### config.mk
export PLATFORM = sky130hd
export DESIGN_NAME = iob_fifo_dp_ctrl
export DESIGN_NICKNAME = d
export VERILOG_FILES = /design/src/rtl/iob_fifo_dp_ctrl_pkg.sv /design/src/rtl/iob_fifo_ptr_lvl.sv /design/src/rtl/iob_fifo_dp_ctrl.sv
export SDC_FILE = /design/constraint.sdc
export NUM_CORES = 1
export LEC_CHECK = 0
export BUFFER_PORTS_ARGS = -buffer_cell sky130_fd_sc_hd__buf_2
export CAP_MARGIN = 25
export CELL_PAD_IN_SITES_DETAIL_PLACEMENT = 0
export CELL_PAD_IN_SITES_GLOBAL_PLACEMENT = 1
export CORE_MARGIN = 2
export CORE_UTILIZATION = 32
export DETAILED_ROUTE_END_ITERATION = 10
export MAX_ROUTING_LAYER = met4
export PLACE_DENSITY = 0.91
export SLEW_MARGIN = 20
export SYNTH_ARGS = -nofsm -noshare
export SYNTH_HDL_FRONTEND = slang
export SYNTH_SLANG_ARGS = --single-unit
### constraint.sdc
create_clock -name clk_i -period 3.7 [get_ports clk_i]
set_input_delay 0.37 -clock clk_i [delete_from_list [all_inputs] [get_ports clk_i]]
set_output_delay 0.37 -clock clk_i [all_outputs]
set_load 0.01 [all_outputs]
### src/rtl/iob_fifo_dp_ctrl_pkg.sv
// Shared definitions for the dual-port FIFO controller.
//   DEPTH      : default FIFO depth (2**ADDR_W_DEF words)
//   be_width   : byte-enable width for a given word width
//   fifo_depth : number of words for a given address width
package iob_fifo_dp_ctrl_pkg;
  localparam int ADDR_W_DEF = 4;
  localparam int DEPTH      = 2 ** ADDR_W_DEF;

  function automatic int be_width(input int data_w);
    return data_w / 8;
  endfunction

  function automatic int fifo_depth(input int addr_w);
    return 1 << addr_w;
  endfunction
endpackage

### src/rtl/iob_fifo_ptr_lvl.sv
// Pointer/occupancy tracker for the dual-port FIFO.
//   clk_i, arst_i      : clock, async active-high reset
//   w_en_i, r_en_i     : raw push/pop requests
//   push_o, pop_o      : accepted push/pop this cycle
//   wptr_o, rptr_o     : write/read RAM addresses (wrap naturally)
//   level_o            : occupancy 0..2**ADDR_W
//   full_o, empty_o    : flags decoded from level
//   ovf_o, udf_o       : sticky rejected-push / rejected-pop flags
module iob_fifo_ptr_lvl
  import iob_fifo_dp_ctrl_pkg::*;
#(
  parameter int ADDR_W = 4
) (
  input  logic              clk_i,
  input  logic              arst_i,
  input  logic              w_en_i,
  input  logic              r_en_i,
  output logic              push_o,
  output logic              pop_o,
  output logic [ADDR_W-1:0] wptr_o,
  output logic [ADDR_W-1:0] rptr_o,
  output logic [ADDR_W:0]   level_o,
  output logic              full_o,
  output logic              empty_o,
  output logic              ovf_o,
  output logic              udf_o
);
  localparam logic [ADDR_W:0] FULL_LVL = (ADDR_W+1)'(fifo_depth(ADDR_W));

  logic [ADDR_W-1:0] wptr_q, wptr_d, rptr_q, rptr_d;
  logic [ADDR_W:0]   level_q, level_d;
  logic              ovf_q, ovf_d, udf_q, udf_d;
  logic              full, empty, push, pop;

  always_comb begin
    full    = (level_q == FULL_LVL);
    empty   = (level_q == '0);
    // Flags come from the registered level, so a simultaneous push+pop
    // at full/empty resolves in favour of the side that can proceed.
    push    = w_en_i & ~full;
    pop     = r_en_i & ~empty;
    wptr_d  = wptr_q + ADDR_W'(push);
    rptr_d  = rptr_q + ADDR_W'(pop);
    level_d = level_q;
    case ({push, pop})
      2'b10:   level_d = level_q + 1'b1;
      2'b01:   level_d = level_q - 1'b1;
      default: level_d = level_q;
    endcase
    ovf_d   = ovf_q | (w_en_i & full);
    udf_d   = udf_q | (r_en_i & empty);
  end

  always_ff @(posedge clk_i or posedge arst_i) begin
    if (arst_i) begin
      wptr_q  <= '0;
      rptr_q  <= '0;
      level_q <= '0;
      ovf_q   <= 1'b0;
      udf_q   <= 1'b0;
    end else begin
      wptr_q  <= wptr_d;
      rptr_q  <= rptr_d;
      level_q <= level_d;
      ovf_q   <= ovf_d;
      udf_q   <= udf_d;
    end
  end

  assign push_o  = push;
  assign pop_o   = pop;
  assign wptr_o  = wptr_q;
  assign rptr_o  = rptr_q;
  assign level_o = level_q;
  assign full_o  = full;
  assign empty_o = empty;
  assign ovf_o   = ovf_q;
  assign udf_o   = udf_q;
endmodule

### src/rtl/iob_fifo_dp_ctrl.sv
// FIFO controller for an external dual-port byte-enable RAM.
// Port A writes (push), port B reads (pop, one-cycle RAM latency).
//   clk_i, arst_i               : clock, async active-high reset
//   w_en_i, w_data_i, w_full_o  : push side
//   r_en_i, r_data_o, r_valid_o, r_empty_o : pop side
//   level_o, ovf_o, udf_o       : occupancy and sticky error flags
//   ext_mem_*A_o                : RAM write port controls/data
//   ext_mem_*B_o, ext_mem_dB_i  : RAM read port controls/data
module iob_fifo_dp_ctrl
  import iob_fifo_dp_ctrl_pkg::*;
#(
  parameter int DATA_W = 32,
  parameter int ADDR_W = 4
) (
  input  logic                   clk_i,
  input  logic                   arst_i,
  input  logic                   w_en_i,
  input  logic [DATA_W-1:0]      w_data_i,
  output logic                   w_full_o,
  input  logic                   r_en_i,
  output logic [DATA_W-1:0]      r_data_o,
  output logic                   r_valid_o,
  output logic                   r_empty_o,
  output logic [ADDR_W:0]        level_o,
  output logic                   ovf_o,
  output logic                   udf_o,
  output logic                   ext_mem_enA_o,
  output logic [DATA_W/8-1:0]    ext_mem_weA_o,
  output logic [ADDR_W-1:0]      ext_mem_addrA_o,
  output logic [DATA_W-1:0]      ext_mem_dA_o,
  output logic                   ext_mem_enB_o,
  output logic [DATA_W/8-1:0]    ext_mem_weB_o,
  output logic [ADDR_W-1:0]      ext_mem_addrB_o,
  input  logic [DATA_W-1:0]      ext_mem_dB_i
);
  localparam int BE_W = be_width(DATA_W);

  logic              push, pop;
  logic [ADDR_W-1:0] wptr, rptr;
  logic [ADDR_W-1:0] addr_a_q, addr_a_d;
  logic [DATA_W-1:0] d_a_q, d_a_d;
  logic              r_valid_q, r_valid_d;

  iob_fifo_ptr_lvl #(.ADDR_W(ADDR_W)) u_ptr_lvl (
    .clk_i   (clk_i),
    .arst_i  (arst_i),
    .w_en_i  (w_en_i),
    .r_en_i  (r_en_i),
    .push_o  (push),
    .pop_o   (pop),
    .wptr_o  (wptr),
    .rptr_o  (rptr),
    .level_o (level_o),
    .full_o  (w_full_o),
    .empty_o (r_empty_o),
    .ovf_o   (ovf_o),
    .udf_o   (udf_o)
  );

  // Port A address/data pass through on a push and otherwise hold the last
  // written values, so the RAM inputs only move when a write happens.
  always_comb begin
    addr_a_d  = push ? wptr : addr_a_q;
    d_a_d     = push ? w_data_i : d_a_q;
    r_valid_d = pop;
  end

  always_ff @(posedge clk_i or posedge arst_i) begin
    if (arst_i) begin
      addr_a_q  <= '0;
      d_a_q     <= '0;
      r_valid_q <= 1'b0;
    end else begin
      addr_a_q  <= addr_a_d;
      d_a_q     <= d_a_d;
      r_valid_q <= r_valid_d;
    end
  end

  assign ext_mem_enA_o   = push;
  assign ext_mem_weA_o   = {BE_W{push}};
  assign ext_mem_addrA_o = addr_a_d;
  assign ext_mem_dA_o    = d_a_d;
  assign ext_mem_enB_o   = pop;
  assign ext_mem_weB_o   = '0;
  assign ext_mem_addrB_o = rptr;
  assign r_data_o        = ext_mem_dB_i;
  assign r_valid_o       = r_valid_q;
endmodule
Word-level counts from Yosys, hierarchy flattened
Cells that the tools add are included.
- register bits after elaboration: 52
- input bits: 68
- output and inout bits: 92
- word-level logic and storage cells: 28
- add/subtract/negate cells: 4
- equal/unequal tests: 3
- muxes and demuxes: 3
- bitwise logic cells: 8
- reductions and logical operators: 2
- operators with widths (operator ; number):
    $mux 32 ; 1
    $pmux 5 s2 ; 1
    $add 4x1->4 ; 2
    $add 5x1->5 const B ; 1
    $eq 5x5->1 const B ; 1
    $logic_not 5->1 ; 1
    $sub 5x1->5 const B ; 1
    $and 1x1->1 ; 4
    $mux 4 ; 1
    $eq 2x1->1 const B ; 1
    $eq 2x2->1 const B ; 1
    $not 1->1 ; 2
    $or 1x1->1 ; 2
    $reduce_bool 2->1 ; 1

Longest topological paths before layout
- word-level depth: 5
- mapped depth: 14
- gate-level depth less buffers: 11

Hierarchy
From an unflattened synthesis, not the netlist that was laid out.
- cell total of the unflattened synthesis: 192
- area total of the unflattened synthesis: 2643.8 um^2
- by module, submodules not included (module ; instances ; cells an instance ; area an instance (um^2) ; sequential area each (um^2)):
    iob_fifo_dp_ctrl ; 1 ; 119 ; 1823.0 ; 925.9
    iob_fifo_ptr_lvl ; 1 ; 73 ; 820.8 ; 375.4

Worst setup path after synthesis
OpenSTA, ideal clock, no wires.
- path kind: register to register
- start: reg u_ptr_lvl.level_q[2], in the netlist u_ptr_lvl.level_o[2]
- end: reg u_ptr_lvl.level_q[4], in the netlist u_ptr_lvl.level_o[4]
- library setup time: 0.137 ns
- arrival time: 2.730 ns
- required time: 3.563 ns
- path slack: 0.833 ns
- stages on the path, launching flop included: 13
- buffers on the path: 2
- period minus slack after synthesis: 2.867 ns
- cell sequence: dfrtp_1 buf_6 nor4_4 nor2b_1 nor2b_1 ha_1 clkbuf_1 xor2_1 ha_1 or2_2 a31oi_1 o32ai_1 xor2_1
- word-level cells in the longest chain between the ends: 5
- elaborated cells on any way between the ends: 12
- classes of those cells: add/sub: 2; eq/ne: 3; mux: 1; bitwise: 4; reduce/logical: 2
- ends and longest elaborated chain (element ; line ; source):
    start: declaration ; iob_fifo_ptr_lvl.sv:31 ; logic [ADDR_W:0] level_q, level_d;
    start signal: assignment ; iob_fifo_ptr_lvl.sv:64 ; level_q <= level_d;
    $logic_not 5->1 (*) ; iob_fifo_ptr_lvl.sv:37 ; empty = (level_q == '0);
    net r_empty_o ; iob_fifo_dp_ctrl.sv:23 ; output logic r_empty_o,
    $not 1->1 (*) ; iob_fifo_ptr_lvl.sv:41 ; pop = r_en_i & ~empty;
    $and 1x1->1 (*) ; iob_fifo_ptr_lvl.sv:41 ;
    net ext_mem_enB_o ; iob_fifo_dp_ctrl.sv:31 ; output logic ext_mem_enB_o,
    $eq 2x1->1 / $eq 2x2->1 (equally long branches) ; iob_fifo_ptr_lvl.sv:45 ; case ({push, pop})
    $pmux 5 s2 / $reduce_bool 2->1 (equally long branches) ; -- ;
The timed path passes the listed nets; every way through them passes the cells marked *.
A chain may end at the register's enable or synchronous reset.

Final worst setup path
- start: reg u_ptr_lvl.level_q[2], in the netlist u_ptr_lvl.level_o[2]
- end: reg u_ptr_lvl.level_q[4], in the netlist u_ptr_lvl.level_o[4]
- word-level cells in the longest chain between the ends: 5
- elaborated cells on any way between the ends: 12
- classes of those cells: add/sub: 2; eq/ne: 3; mux: 1; bitwise: 4; reduce/logical: 2
- ends and longest elaborated chain (element ; line):
    $eq 5x5->1 / $logic_not 5->1 (equally long branches) ; iob_fifo_ptr_lvl.sv:36, iob_fifo_ptr_lvl.sv:37
    $not 1->1, on equally long branches ; iob_fifo_ptr_lvl.sv:40, iob_fifo_ptr_lvl.sv:41
    $and 1x1->1, on equally long branches ; iob_fifo_ptr_lvl.sv:40, iob_fifo_ptr_lvl.sv:41
    $eq 2x1->1 / $eq 2x2->1 (equally long branches) ; iob_fifo_ptr_lvl.sv:45
    $pmux 5 s2 / $reduce_bool 2->1 (equally long branches) ; --
Parallel ways exist; a longest one is shown, timed or not.

==> results.py <==
metrics = {
    "run_status": {
        "run_status": "completed",
    },
    "sta": {
        "setup_repair_after_global_routing_missed_its_margin": "no",
        "timing.fmax_mhz": 332,
        "maxSlewHeadroom_pct": 57.4,
        "final-hold-violation-count": 0,
        "final_min_period_over_clock_period_pct": 81.4,
        "worst_clock_skew_ns": 0.00349,
        "max_slew_violation_count": 0,
        "max_slew.worst_pin.slew_ns": 0.639,
        "setup_total_negative_slack_ns": 0,
        "finalWorstPathRequiredPeriod_ns": 3.01,
        "setup_viol_count_final": 0,
    },
    "floorplan": {
        "initial_utilization_pct": 32.9,
        "die_width_um": 92.9,
        "core_mm2": 0.00769,
        "rows": 32,
        "i_o_pin_cnt": 160,
        "design.die.area_mm2": 0.00863,
        "die_y_um": 92.9,
    },
    "critical_path": {
        "rrSetupSlack_ns": 0.69,
        "arrival_ns": 3.19,
        "ff2ff_path_depth": 11,
        "critPathCaptureType": "register",
        "cp_max_fo": 43,
        "slowest_delay_ns": 0.55,
        "r2r-start": "u_ptr_lvl.level_o[2]",
        "critPathKind": "reg2reg",
        "timing.critical_path.required_ns": 3.88,
        "path_buf_inv": 1,
        "worst_setup_path_endpoint": "u_ptr_lvl.level_o[4]",
        "timing.critical_path.max_delay_family": "simple AND/OR/NAND/NOR gates",
        "worstSetupPathDepth": 11,
        "endpoint_of_the_worst_slack_reg_to_reg_timing_path": "u_ptr_lvl.level_o[4]",
        "cp-start-kind": "register",
        "slowest_stage": "sky130_fd_sc_hd__dfrtp_1",
        "cp-startpoint": "u_ptr_lvl.level_o[2]",
        "cells_along_the_critical_path": "nor4_4 > nand2_1 > and2_4 > inv_1 > ha_1 > xor2_1 > ha_1 > or2_2 > a31oi_1 > o32ai_1 > xor2_1",
    },
    "placement": {
        "placedInstanceArea_mm2": 0.00282,
        "gpl.final_weighted_congestion": 0.740,
        "dpl.cell_count": 334,
        "port_buffers": 91,
        "hpwlAfterDp_um": 3380,
    },
    "synthesis": {
        "post_synth_design_cell_area_mm2": 0.00253,
        "synth.top_cell.area_share_pct": 51.5,
        "warnings_synthesis": 0,
        "top_cells_by_area_synth": "sky130_fd_sc_hd__dfrtp_1 51%, sky130_fd_sc_hd__buf_4 12%, sky130_fd_sc_hd__mux2_4 12%",
        "ys_dominant_reg_cell": "sky130_fd_sc_hd__dfrtp_1",
        "asyncSetResetFlopFracSynth_pct": 100,
        "synth_most_common_cell": "sky130_fd_sc_hd__dfrtp_1",
        "synth.top_cells.by_count": "52 x sky130_fd_sc_hd__dfrtp_1, 40 x sky130_fd_sc_hd__buf_4, 20 x sky130_fd_sc_hd__mux2_4",
        "mapped_cells": 184,
        "yosysTopAreaCell": "sky130_fd_sc_hd__dfrtp_1",
        "ys_ff_latch": 52,
        "synth.avg_cell_area_um2": 13.7,
        "seq_area_frac_synth_pct": 51.5,
        "synth-edff-count": 0,
        "distinct_cell_type_count_of_the_synthesized_netlist": 29,
    },
    "grt": {
        "pin_count_of_the_biggest_net_entering_global_routing": 44,
        "grt_first_pass_wirelength_um": 6840,
        "global_route.usage.total_pct": 10.4,
        "antenna_found_initial": 0,
        "grt_overflow_total": 0,
        "vias_in_the_first_global_route": 1450,
    },
    "clocking": {
        "postCtsSetupRepairBufs": 0,
        "postCtsResizedCells": 0,
        "clk_pin_slew_ns": 0.09,
        "cts_tree": "built",
        "clk_root_buffer_cell": "sky130_fd_sc_hd__clkbuf_8",
        "cts.sinks": 52,
        "clock_path_buffers": 2,
        "cts_hold_buffers": 0,
        "clock_buffers_created_by_tritoncts": 5,
        "clk_latency_ns": 0.30,
        "htree_levels": 2,
    },
    "drt": {
        "drc_violations_left": 0,
        "first_iter_violations": 11,
        "route.detailed.vias_per_inst": 4.23,
        "dr_total_vias": 1448,
        "wirelength_um": 4410,
        "antenna_left": 0,
        "wl_per_cell_um": 12.9,
        "drt_first_pass_iters": 4,
    },
    "cells_and_area": {
        "finish.cell_count_without_fillers": 342,
        "area_delta_synth_final_pct": 14.9,
        "final_area_mm2": 0.00291,
        "final_net_count": 315,
        "final_util_pct": 37.8,
        "antenna_cells": 0,
        "drive_above_1_share_pct": 59.6,
    },
    "pwr": {
        "post-layout-total-power_mw": 1.91,
        "p_leak_nw": 1.46,
        "ir_drop_mv": 0.302,
        "power.density_cell_area_mw_per_mm2": 656,
    },
    "min_path": {
        "hold_path.class": "in2async",
    },
    "job": {
        "maxCapViolations": 0,
    },
}
## layout make-up
type,instances,area [µm²]
Inverter,3,11.3
Multi-Input combinational cell,84,865
Sequential cell,52,1300
Tap cell,102,128
Timing Repair Buffer,93,510
Clock inverter,3,22.5
Clock buffer,5,68.8
Fill cell,760,4780
## cells in the final DEF, fill, tap and decap left out, drive strengths merged
master / count
buf: 93
dfrtp: 52
mux2: 37
ha: 8
xor2: 6
clkbuf: 5
nand2: 4
xnor2: 4
conb: 4
inv: 4
nand3: 3
o21ai: 2
nor2b: 2
a21o: 2
clkinv: 2
a21oi: 1
nor2: 1
nand4b: 1
nand4bb: 1
nand4: 1
nor4: 1
and2: 1
or2: 1
a31oi: 1
o211ai: 1
or3b: 1
o32ai: 1
## registers in the layout, summed over array words and instances, names as in the netlist
signal and flops:
d_a_q 32, u_ptr_lvl.level_o 5, addr_a_q 4, u_ptr_lvl.rptr_o 4
u_ptr_lvl.wptr_o 4, r_valid_o 1, u_ptr_lvl.ovf_o 1, u_ptr_lvl.udf_o 1
## per-layer routing
| layer | share of wire, % | track usage [%] | wire length, µm |
|---|---|---|---|
| met3 | 8.7 | 3.50 | 384 |
| met4 | 0.75 | 3.19 | 33 |
| met2 | 48 | 16.7 | 2100 |
| met1 | 43 | 12.5 | 1890 |
| met5 | 0 | - | 0 |
## logic make-up (layout without fill, tap and decap cells)
group	Yosys count	count (layout)	share of synthesized area (%)
DFF	52	52	51.5
buffers and inverters	51	104	14.8
muxes	37	37	19.4
and+or+nand+nor	17	17	4.65
xor gates and xnor gates	10	10	3.46
adders and majority gates	8	8	3.96
AOI/OAI and AO/OA	8	8	2.08
other	1	4	0.148
## report_power, final
part	total [mW]	internal (mW)	switching, mW	leakage, nW
clock	0.323	0.136	0.187	0.0485
sequential	0.870	0.746	0.124	0.607
combinational	0.714	0.369	0.345	0.807
## metrics by stage
step | worst slack (ns) | hold WS, ns
floorplan | 0.833 | 0.440
global placement | 0.771 | 0.438
detailed placement | 0.653 | 0.383
CTS | 0.646 | 0.0436
global route | 0.404 | 0.0707
finish | 0.689 | 0.0492
## worst min-delay path by stage
| stage | endpoint | slack [ns] | cells after the start |
|---|---|---|---|
| 2_1_floorplan | u_ptr_lvl.wptr_o[3] | 0.44 | 1 |
| 3_3_place_gp | u_ptr_lvl.ovf_o | 0.44 | 1 |
| 4_1_cts | d_a_q[20] | 0.04 | 2 |
| 5_1_grt | d_a_q[20] | 0.07 | 2 |
| 6_report | d_a_q[20] | 0.05 | 2 |
| 3_5_place_dp | d_a_q[20] | 0.38 | 2 |
Note: power is estimated with default switching activity, not from simulation.
